===== src/rtl/softex_pkg.sv =====
// Shared types and default widths for the softex x-buffer scheduler.
package softex_pkg;

  localparam int unsigned BUF_CNT_WIDTH  = 8;
  localparam int unsigned BEAT_CNT_WIDTH = 16;
  localparam int unsigned ROW_CNT_WIDTH  = 16;

  typedef struct packed {
    logic [BUF_CNT_WIDTH-1:0] num_loops;
  } x_buffer_ctrl_t;

  typedef enum logic [1:0] {
    X_SCHED_IDLE,
    X_SCHED_RUN,
    X_SCHED_DONE
  } x_sched_state_t;

endpackage


===== src/rtl/softex_x_buffer_sched.sv =====
// Replay scheduler for the softex x-buffer: loops/beats/rows counters and push-enable.
// Optional stall counter output enabled by defining SOFTEX_X_BUFFER_SCHED_PERF_EN.
module softex_x_buffer_sched
  import softex_pkg::*;
#(
  parameter int unsigned LOOP_W = BUF_CNT_WIDTH,
  parameter int unsigned BEAT_W = 16,
  parameter int unsigned ROW_W  = 16
) (
  input  logic              clk_i,
  input  logic              rst_i,
  input  logic              clear_i,
  input  logic              start_i,
  input  logic [LOOP_W-1:0] num_loops_i,
  input  logic [BEAT_W-1:0] row_beats_i,
  input  logic [ROW_W-1:0]  num_rows_i,
  input  logic              in_hs_i,
  input  logic              out_hs_i,
  output x_buffer_ctrl_t    ctrl_o,
  output logic              in_en_o,
  output logic [LOOP_W-1:0] pass_o,
  output logic              last_pass_o,
  output logic              last_beat_o,
  output logic              last_row_o,
  output logic              busy_o,
`ifdef SOFTEX_X_BUFFER_SCHED_PERF_EN
  output logic [31:0]       stall_cnt_o,
`endif
  output logic              done_o
);

  localparam int unsigned IN_W = BEAT_W + ROW_W;

  x_sched_state_t    state_reg, state_next;
  logic [LOOP_W-1:0] loops_reg, loop_cnt_reg, loop_cnt_next;
  logic [BEAT_W-1:0] beats_reg, beat_cnt_reg, beat_cnt_next;
  logic [ROW_W-1:0]  rows_reg, row_cnt_reg, row_cnt_next;
  logic [IN_W-1:0]   in_cnt_reg, in_cnt_next, in_total;
  logic              cfg_load;
  logic              is_run, last_pass, last_beat, last_row;

  assign is_run    = (state_reg == X_SCHED_RUN);
  assign last_pass = (loop_cnt_reg == loops_reg - LOOP_W'(1));
  assign last_beat = (beat_cnt_reg == beats_reg - BEAT_W'(1));
  assign last_row  = (row_cnt_reg == rows_reg - ROW_W'(1));
  // Both operands widened first so the product can never truncate.
  assign in_total  = IN_W'(beats_reg) * IN_W'(rows_reg);

  always_comb begin
    state_next    = state_reg;
    loop_cnt_next = loop_cnt_reg;
    beat_cnt_next = beat_cnt_reg;
    row_cnt_next  = row_cnt_reg;
    in_cnt_next   = in_cnt_reg;
    cfg_load      = 1'b0;
    if (clear_i) begin
      state_next    = X_SCHED_IDLE;
      loop_cnt_next = '0;
      beat_cnt_next = '0;
      row_cnt_next  = '0;
      in_cnt_next   = '0;
    end else begin
      case (state_reg)
        X_SCHED_IDLE: begin
          if (start_i) begin
            cfg_load      = 1'b1;
            loop_cnt_next = '0;
            beat_cnt_next = '0;
            row_cnt_next  = '0;
            in_cnt_next   = '0;
            if (num_loops_i == '0 || row_beats_i == '0 || num_rows_i == '0)
              state_next = X_SCHED_DONE;
            else
              state_next = X_SCHED_RUN;
          end
        end
        X_SCHED_RUN: begin
          if (in_hs_i)
            in_cnt_next = in_cnt_reg + IN_W'(1);
          if (out_hs_i) begin
            if (last_pass) begin
              loop_cnt_next = '0;
              if (last_beat) begin
                beat_cnt_next = '0;
                row_cnt_next  = row_cnt_reg + ROW_W'(1);
                if (last_row)
                  state_next = X_SCHED_DONE;
              end else begin
                beat_cnt_next = beat_cnt_reg + BEAT_W'(1);
              end
            end else begin
              loop_cnt_next = loop_cnt_reg + LOOP_W'(1);
            end
          end
        end
        X_SCHED_DONE: state_next = X_SCHED_IDLE;
        default:      state_next = X_SCHED_IDLE;
      endcase
    end
  end

  always_ff @(posedge clk_i) begin
    if (rst_i) begin
      state_reg    <= X_SCHED_IDLE;
      loop_cnt_reg <= '0;
      beat_cnt_reg <= '0;
      row_cnt_reg  <= '0;
      in_cnt_reg   <= '0;
    end else begin
      state_reg    <= state_next;
      loop_cnt_reg <= loop_cnt_next;
      beat_cnt_reg <= beat_cnt_next;
      row_cnt_reg  <= row_cnt_next;
      in_cnt_reg   <= in_cnt_next;
    end
  end

  // Config survives a soft clear so ctrl_o holds until the next start.
  always_ff @(posedge clk_i) begin
    if (rst_i) begin
      loops_reg <= '0;
      beats_reg <= '0;
      rows_reg  <= '0;
    end else if (cfg_load) begin
      loops_reg <= num_loops_i;
      beats_reg <= row_beats_i;
      rows_reg  <= num_rows_i;
    end
  end

  assign ctrl_o.num_loops = BUF_CNT_WIDTH'(loops_reg);
  assign in_en_o          = is_run && (in_cnt_reg < in_total);
  assign pass_o           = loop_cnt_reg;
  assign last_pass_o      = is_run && last_pass;
  assign last_beat_o      = is_run && last_beat;
  assign last_row_o       = is_run && last_row;
  assign busy_o           = is_run;
  assign done_o           = (state_reg == X_SCHED_DONE);

`ifdef SOFTEX_X_BUFFER_SCHED_PERF_EN
  logic [31:0] stall_cnt_reg;

  always_ff @(posedge clk_i) begin
    if (rst_i || clear_i || cfg_load)
      stall_cnt_reg <= '0;
    else if (is_run && !in_hs_i && !out_hs_i && stall_cnt_reg != '1)
      stall_cnt_reg <= stall_cnt_reg + 32'd1;
  end

  assign stall_cnt_o = stall_cnt_reg;
`endif

endmodule

===== config.mk =====
export PLATFORM = sky130hd
export DESIGN_NAME = softex_x_buffer_sched
export DESIGN_NICKNAME = d
export VERILOG_FILES = /design/src/rtl/softex_pkg.sv /design/src/rtl/softex_x_buffer_sched.sv
export SDC_FILE = /design/constraint.sdc
export NUM_CORES = 1
export LEC_CHECK = 0
export ABC_CLOCK_PERIOD_IN_PS = 10900
export CAP_MARGIN = 20
export CORE_AREA = 4 4 181 183
export DETAILED_ROUTE_END_ITERATION = 16
export DIE_AREA = 0 0 185 187
export PLACE_DENSITY = 0.67
export SLEW_MARGIN = 10
export SYNTH_ARGS = -nofsm -noshare
export SYNTH_HDL_FRONTEND = slang
export SYNTH_SLANG_ARGS = --single-unit

===== constraint.sdc =====
create_clock -name clk_i -period 10.9 [get_ports clk_i]
set_clock_uncertainty 0.05 [all_clocks]
set_input_delay 1.635 -clock clk_i [delete_from_list [all_inputs] [get_ports clk_i]]
set_output_delay 1.635 -clock clk_i [all_outputs]
set_load 0.02 [all_outputs]

# Word level (Yosys, flattened, before mapping)
# Cells that the tools add are included.
# W data, S select, Z words.
[classes]
magnitude_cmp = 1
addsub = 7
n_eq_ne = 11
n_mul = 1
reduce_logical = 17
n_mux = 26
[op_table]
columns = ["cell", "n"]
rows = [
  ["$mux W16", 7],
  ["$mux W32", 2],
  ["$pmux W16 S2", 2],
  ["$pmux W32 S2", 1],
  ["$add A16 B1 Y16 const B", 2],
  ["$add A32 B1 Y32 const B", 1],
  ["$eq A16 B16 Y1", 2],
  ["$logic_not A16 Y1", 2],
  ["$lt A32 B32 Y1", 1],
  ["$mul A16 B16 Y32", 1],
  ["$sub A16 B1 Y16 const B", 2],
  ["$mux W8", 3],
  ["$pmux W8 S2", 1],
  ["$mux W2", 6],
  ["$reduce_and A5 Y1", 2],
  ["$add A8 B1 Y8 const B", 1],
  ["$eq A8 B8 Y1", 1],
  ["$logic_not A8 Y1", 1],
  ["$sub A8 B1 Y8 const B", 1],
  ["$ne A2 B1 Y1 const B", 3],
  ["$ne A2 B2 Y1 const B", 3],
  ["$reduce_and A3 Y1", 2],
  ["$logic_and A1 B1 Y1", 4],
  ["$pmux W2 S2", 1],
  ["8 further kinds", 11],
]
[word_totals]
elab_cells = 71
ff_bits = 114
output_inout_bits = 22
input_bits = 46

# Logic depth before layout (Yosys ltp)
[depth]
word_depth = 7
ltp_mapped = 33
mapped_depth_nobuf = 31

# Worst setup path before layout
# No wires, ideal clock.
[synth_path]
path_kind = "flip-flop to output port"
from = "register rows_reg[3]"
to = "output in_en_o"
arrival_time_ns = 7.575
required_time_ns = 9.215
setup_slack_ns = 1.640
path_stages_with_launch = 29
n_path_buf = 2
cell_sequence = "dfxtp_1 > clkbuf_1 > clkbuf_1 > nand2_1 > fa_1 > fa_1 > fa_1 > inv_1 > fa_1 > fa_1 > inv_1 > fa_1 > inv_1 > ha_1 > nand4_1 > or4_1 > a2111o_1 > a21oi_1 > a21o_1 > a21oi_1 > xor2_1 > ha_1 > a21oi_1 > nor2b_1 > o21ai_0 > nand2b_1 > a21oi_1 > o221ai_1 > nor3_1"
[synth_between]
elab_chain_cells = 3
[synth_rtl]
columns = ["item", "line", "text"]
rows = [
  ["start: declaration", "softex_x_buffer_sched.sv:37", "logic [ROW_W-1:0] rows_reg, row_cnt_reg, row_cnt_next;"],
  ["start signal: assignment", "softex_x_buffer_sched.sv:127", "rows_reg <= num_rows_i;"],
  ["$mul A16 B16 Y32", "softex_x_buffer_sched.sv:47", "assign in_total = IN_W'(beats_reg) * IN_W'(rows_reg);"],
  ["$lt A32 B32 Y1", "softex_x_buffer_sched.sv:132", "assign in_en_o = is_run && (in_cnt_reg < in_total);"],
  ["$logic_and A1 B1 Y1", "softex_x_buffer_sched.sv:132", ""],
  ["end: declaration", "softex_x_buffer_sched.sv:20", "output logic in_en_o,"],
]
# Every way passes these cells.

# Final worst setup path
[layout_path]
from = "register beats_reg[5]"
to = "output in_en_o"
[layout_between]
elab_chain_cells = 3
[layout_rtl]
columns = ["item", "line", "text"]
rows = [
  ["start: declaration", "softex_x_buffer_sched.sv:36", "logic [BEAT_W-1:0] beats_reg, beat_cnt_reg, beat_cnt_next;"],
  ["start signal: assignment", "softex_x_buffer_sched.sv:126", "beats_reg <= row_beats_i;"],
  ["$mul A16 B16 Y32", "softex_x_buffer_sched.sv:47", ""],
  ["$lt A32 B32 Y1", "softex_x_buffer_sched.sv:132", ""],
  ["$logic_and A1 B1 Y1", "softex_x_buffer_sched.sv:132", ""],
]
# Every way passes these cells.

==> impl_metrics.yaml <==
drt:
  drcViolationCount: 0
  wl_per_cell_um: 17.61
  drt_wl_total_um: 40900
  firstDrtPassIters: 5
  first_iter_violations: 745
  vias: 13000
  via_per_inst: 5.598
  final_antenna_net_count: 0
critical_path:
  endpoint: "in_en_o"
  reg2reg_from: "beats_reg[0]"
  crit_buf_inv: 6
  slowest_stage: "or4_1"
  critPathRequiredTime_ps: 9220
  crit_path_end_kind: "output pin"
  cp-start-kind: "register"
  cp_num_cells: 27
  worstPathArrival_ps: 8680
  reg2reg_depth: 12
  max_stage_delay_ps: 610
  rr_endpoint: "row_cnt_reg[13]"
  crit_path_max_fanout: 26
  startpoint: "beats_reg[5]"
  path_class: "reg2out"
  cp_common_cell: "fa_1"
  path_delay_family: "adder cells"
  rrSetupSlack_ps: 6940
yosys:
  yosysWarnings: 0
  synth_edf_count: 0
  yosys.area_share.adder_pct: 36.73
  synth_xor_area_share_pct: 6.877
  synth_area_leader_cell: "fa_1"
  synth_top_family_by_area: "adder cells"
  async_flop_share_pct: 0
  yosys.area_share.simple_pct: 23.03
  synth_area_sq_um: 15410
  syn_avg_cell_area_sq_um: 8.128
  synth_compound_area_share_pct: 8.906
  ys_seq_area_share_pct: 14.81
  syn-num-nets: 2278
  synthCells: 1896
  synth.most_common_cell: "nand2_1"
  ys_types: 62
  synth_top_cell_area_share_pct: 25.20
  synth_mux_area_share_pct: 0.5196
  ys_ff_latch: 114
  synth_commonest_cells: "nand2_1 (292), inv_1 (269), fa_1 (194), ha_1 (142), and2_1 (119)"
  synth.area.top_cells: "fa_1 (25%), dfxtp_1 (15%), ha_1 (12%), nand2_1 (7.1%), inv_1 (6.6%)"
  ys.flop_type: "dfxtp_1"
cells_and_area:
  largest_register_ff_count: 32
  nets: 2290
  area_delta_synth_final_pct: 10.61
  drive_gt1_share_pct: 4.792
  final_cell_area_sq_um: 17050
  fin_cells: 2322
  fillers: 2953
  n_antenna_cell: 0
sta:
  slew_headroom_pct: 48.19
  drv_slew: 0
  rsz0062_at_grt: "false"
  hold_viol_final: 0
  fin_crit_ps: 10360
  finalCritPeriodShare_pct: 95.09
  worst-slew-pin-transition_ps: 777.1
  max_freq_ghz: 0.09648
  setup_tns_ps: 0
  setup_violations: 0
power:
  comb_power_share_pct: 19.1
  ir_worst_vdd_mv: 0.1362
  switching_power_mw: 0.4032
  pwr-share-clk_pct: 45.5
  cellPowerDensity_nw_per_um2: 75.73
  cellLeakagePower_nw: 7.567
  sw_frac_of_total_pct: 31.23
  seqPwrFrac_pct: 35.4
  p_int_mw: 0.8878
floorplanning:
  die-area_sq_um: 34600
  die_x_um: 185
  initial_core_util_pct: 49.35
  fp.dieH_um: 187
  num_rows: 65
  io_pins: 68
  coreArea_sq_um: 31230
global_routing:
  grt.total_usage_pct: 24.16
  grt_pass1_vias: 12930
  grt_max_degree: 44
  gr-total-overflow: 0
  antenna_found_initial: 0
  grt_pass1_wl_um: 66950
clocking:
  clk_latency_ps: 450
  htreeDepth: 4
  cts_setup_buffers: 0
  cts_max_path_buffers: 2
  cts_made_buffers: 17
  cts_tree: "built"
  cts_root_buffer: "clkbuf_16"
  clkSinkCount: 114
  clk_pin_slew_ps: 60
outcome:
  outcome: "complete, no violations"
job:
  cap_violations: 0
placed_design:
  globalplace.congestion: 0.9133
  io_buffers: 67
  dp_cells: 2291
  dp_hpwl_um: 31940
  place_area_sq_um: 16410
min_path:
  hold_class: "reg2reg"
[kinds of logic after synthesis]
logic type | count (synthesis)
compound gates | 226
fa+ha+maj | 336
flops | 114
mux | 8
buf+inv | 372
xor+xnor | 121
simple gates | 719
[layer usage]
layer  vias up  track usage [%]  wire, um
met5         -                0         0
met4         0            8.159      1232
met3        78            3.520      2347
met2       413            39.90     19740
met1      6394            32.54     17580
li1       6114                -         -
[power by group through the flow]
stage	clock, mW	sequential, mW	combinational, mW
floorplan	0	0.440	0.180
global placement	0	0.463	0.240
detailed placement	0	0.464	0.245
CTS	0.595	0.455	0.247
global route	0.618	0.458	0.275
finish	0.588	0.457	0.246
[worst min-delay path: stages, from the launching register on]
cell	delay, ps
dfxtp_1	340
nand2_1	60
mux2i_1	50
[placed cells by master, fill, tap and decap left out, types with 66 or more instances in the layout]
| master | Yosys | final |
|---|---|---|
| and2_1 | 119 | 119 |
| clkdlybuf4s50_1 | 0 | 67 |
| nor2_1 | 96 | 95 |
| nand2_1 | 292 | 292 |
| fa_1 | 194 | 194 |
| inv_1 | 269 | 269 |
| ha_1 | 142 | 142 |
| xnor2_1 | 66 | 66 |
| a21oi_1 | 101 | 100 |
| dfxtp_1 | 114 | 98 |
[how the worst min path moves through the flow]
stage | startpoint | end | cells after the start
finish | row_cnt_reg[14] | row_cnt_reg[14] | 2
global route | beat_cnt_reg[1] | beat_cnt_reg[1] | 2
CTS | row_cnt_reg[14] | row_cnt_reg[14] | 2
detailed placement | row_cnt_reg[14] | row_cnt_reg[14] | 2
global placement | row_cnt_reg[14] | row_cnt_reg[14] | 2
floorplan | row_cnt_reg[14] | row_cnt_reg[14] | 2
[final cells by class]
type                    count  area [sq um]  share of cell area, %
multi-input cells        1410         11740                  68.86
inverters                 269          1010                  5.923
clock buffers              17         425.4                  2.496
clock inverters            14         180.2                  1.057
well taps                 402         503.0                  2.951
repair buffers             96         888.4                  5.211
flip-flops and latches    114          2302                  13.51
[per-stage QoR]
| step | power (mW) | util [%] | hold WS, ps | setup slack [ps] |
|---|---|---|---|---|
| after global routing | 1.351 | 54.58 | 486.8 | 2.358 |
| after detailed placement | 0.7087 | 52.55 | 447.8 | 616.1 |
| after floorplan | 0.6200 | - | 417.2 | 1640 |
| after global placement | 0.7037 | 52.55 | 430.3 | 805.9 |
| after CTS | 1.297 | 54.49 | 457.6 | 122.2 |
| final | 1.291 | 54.58 | 451.8 | 535.6 |
[what timing repair did]
item / in CTS / in global routing
hold buffers: 0 / 0
resized for setup: 0 / 18
setup endpoints to repair: 0 / 1
hold endpoints to repair: 0 / 0
Note: power is estimated with default switching activity, not from simulation.
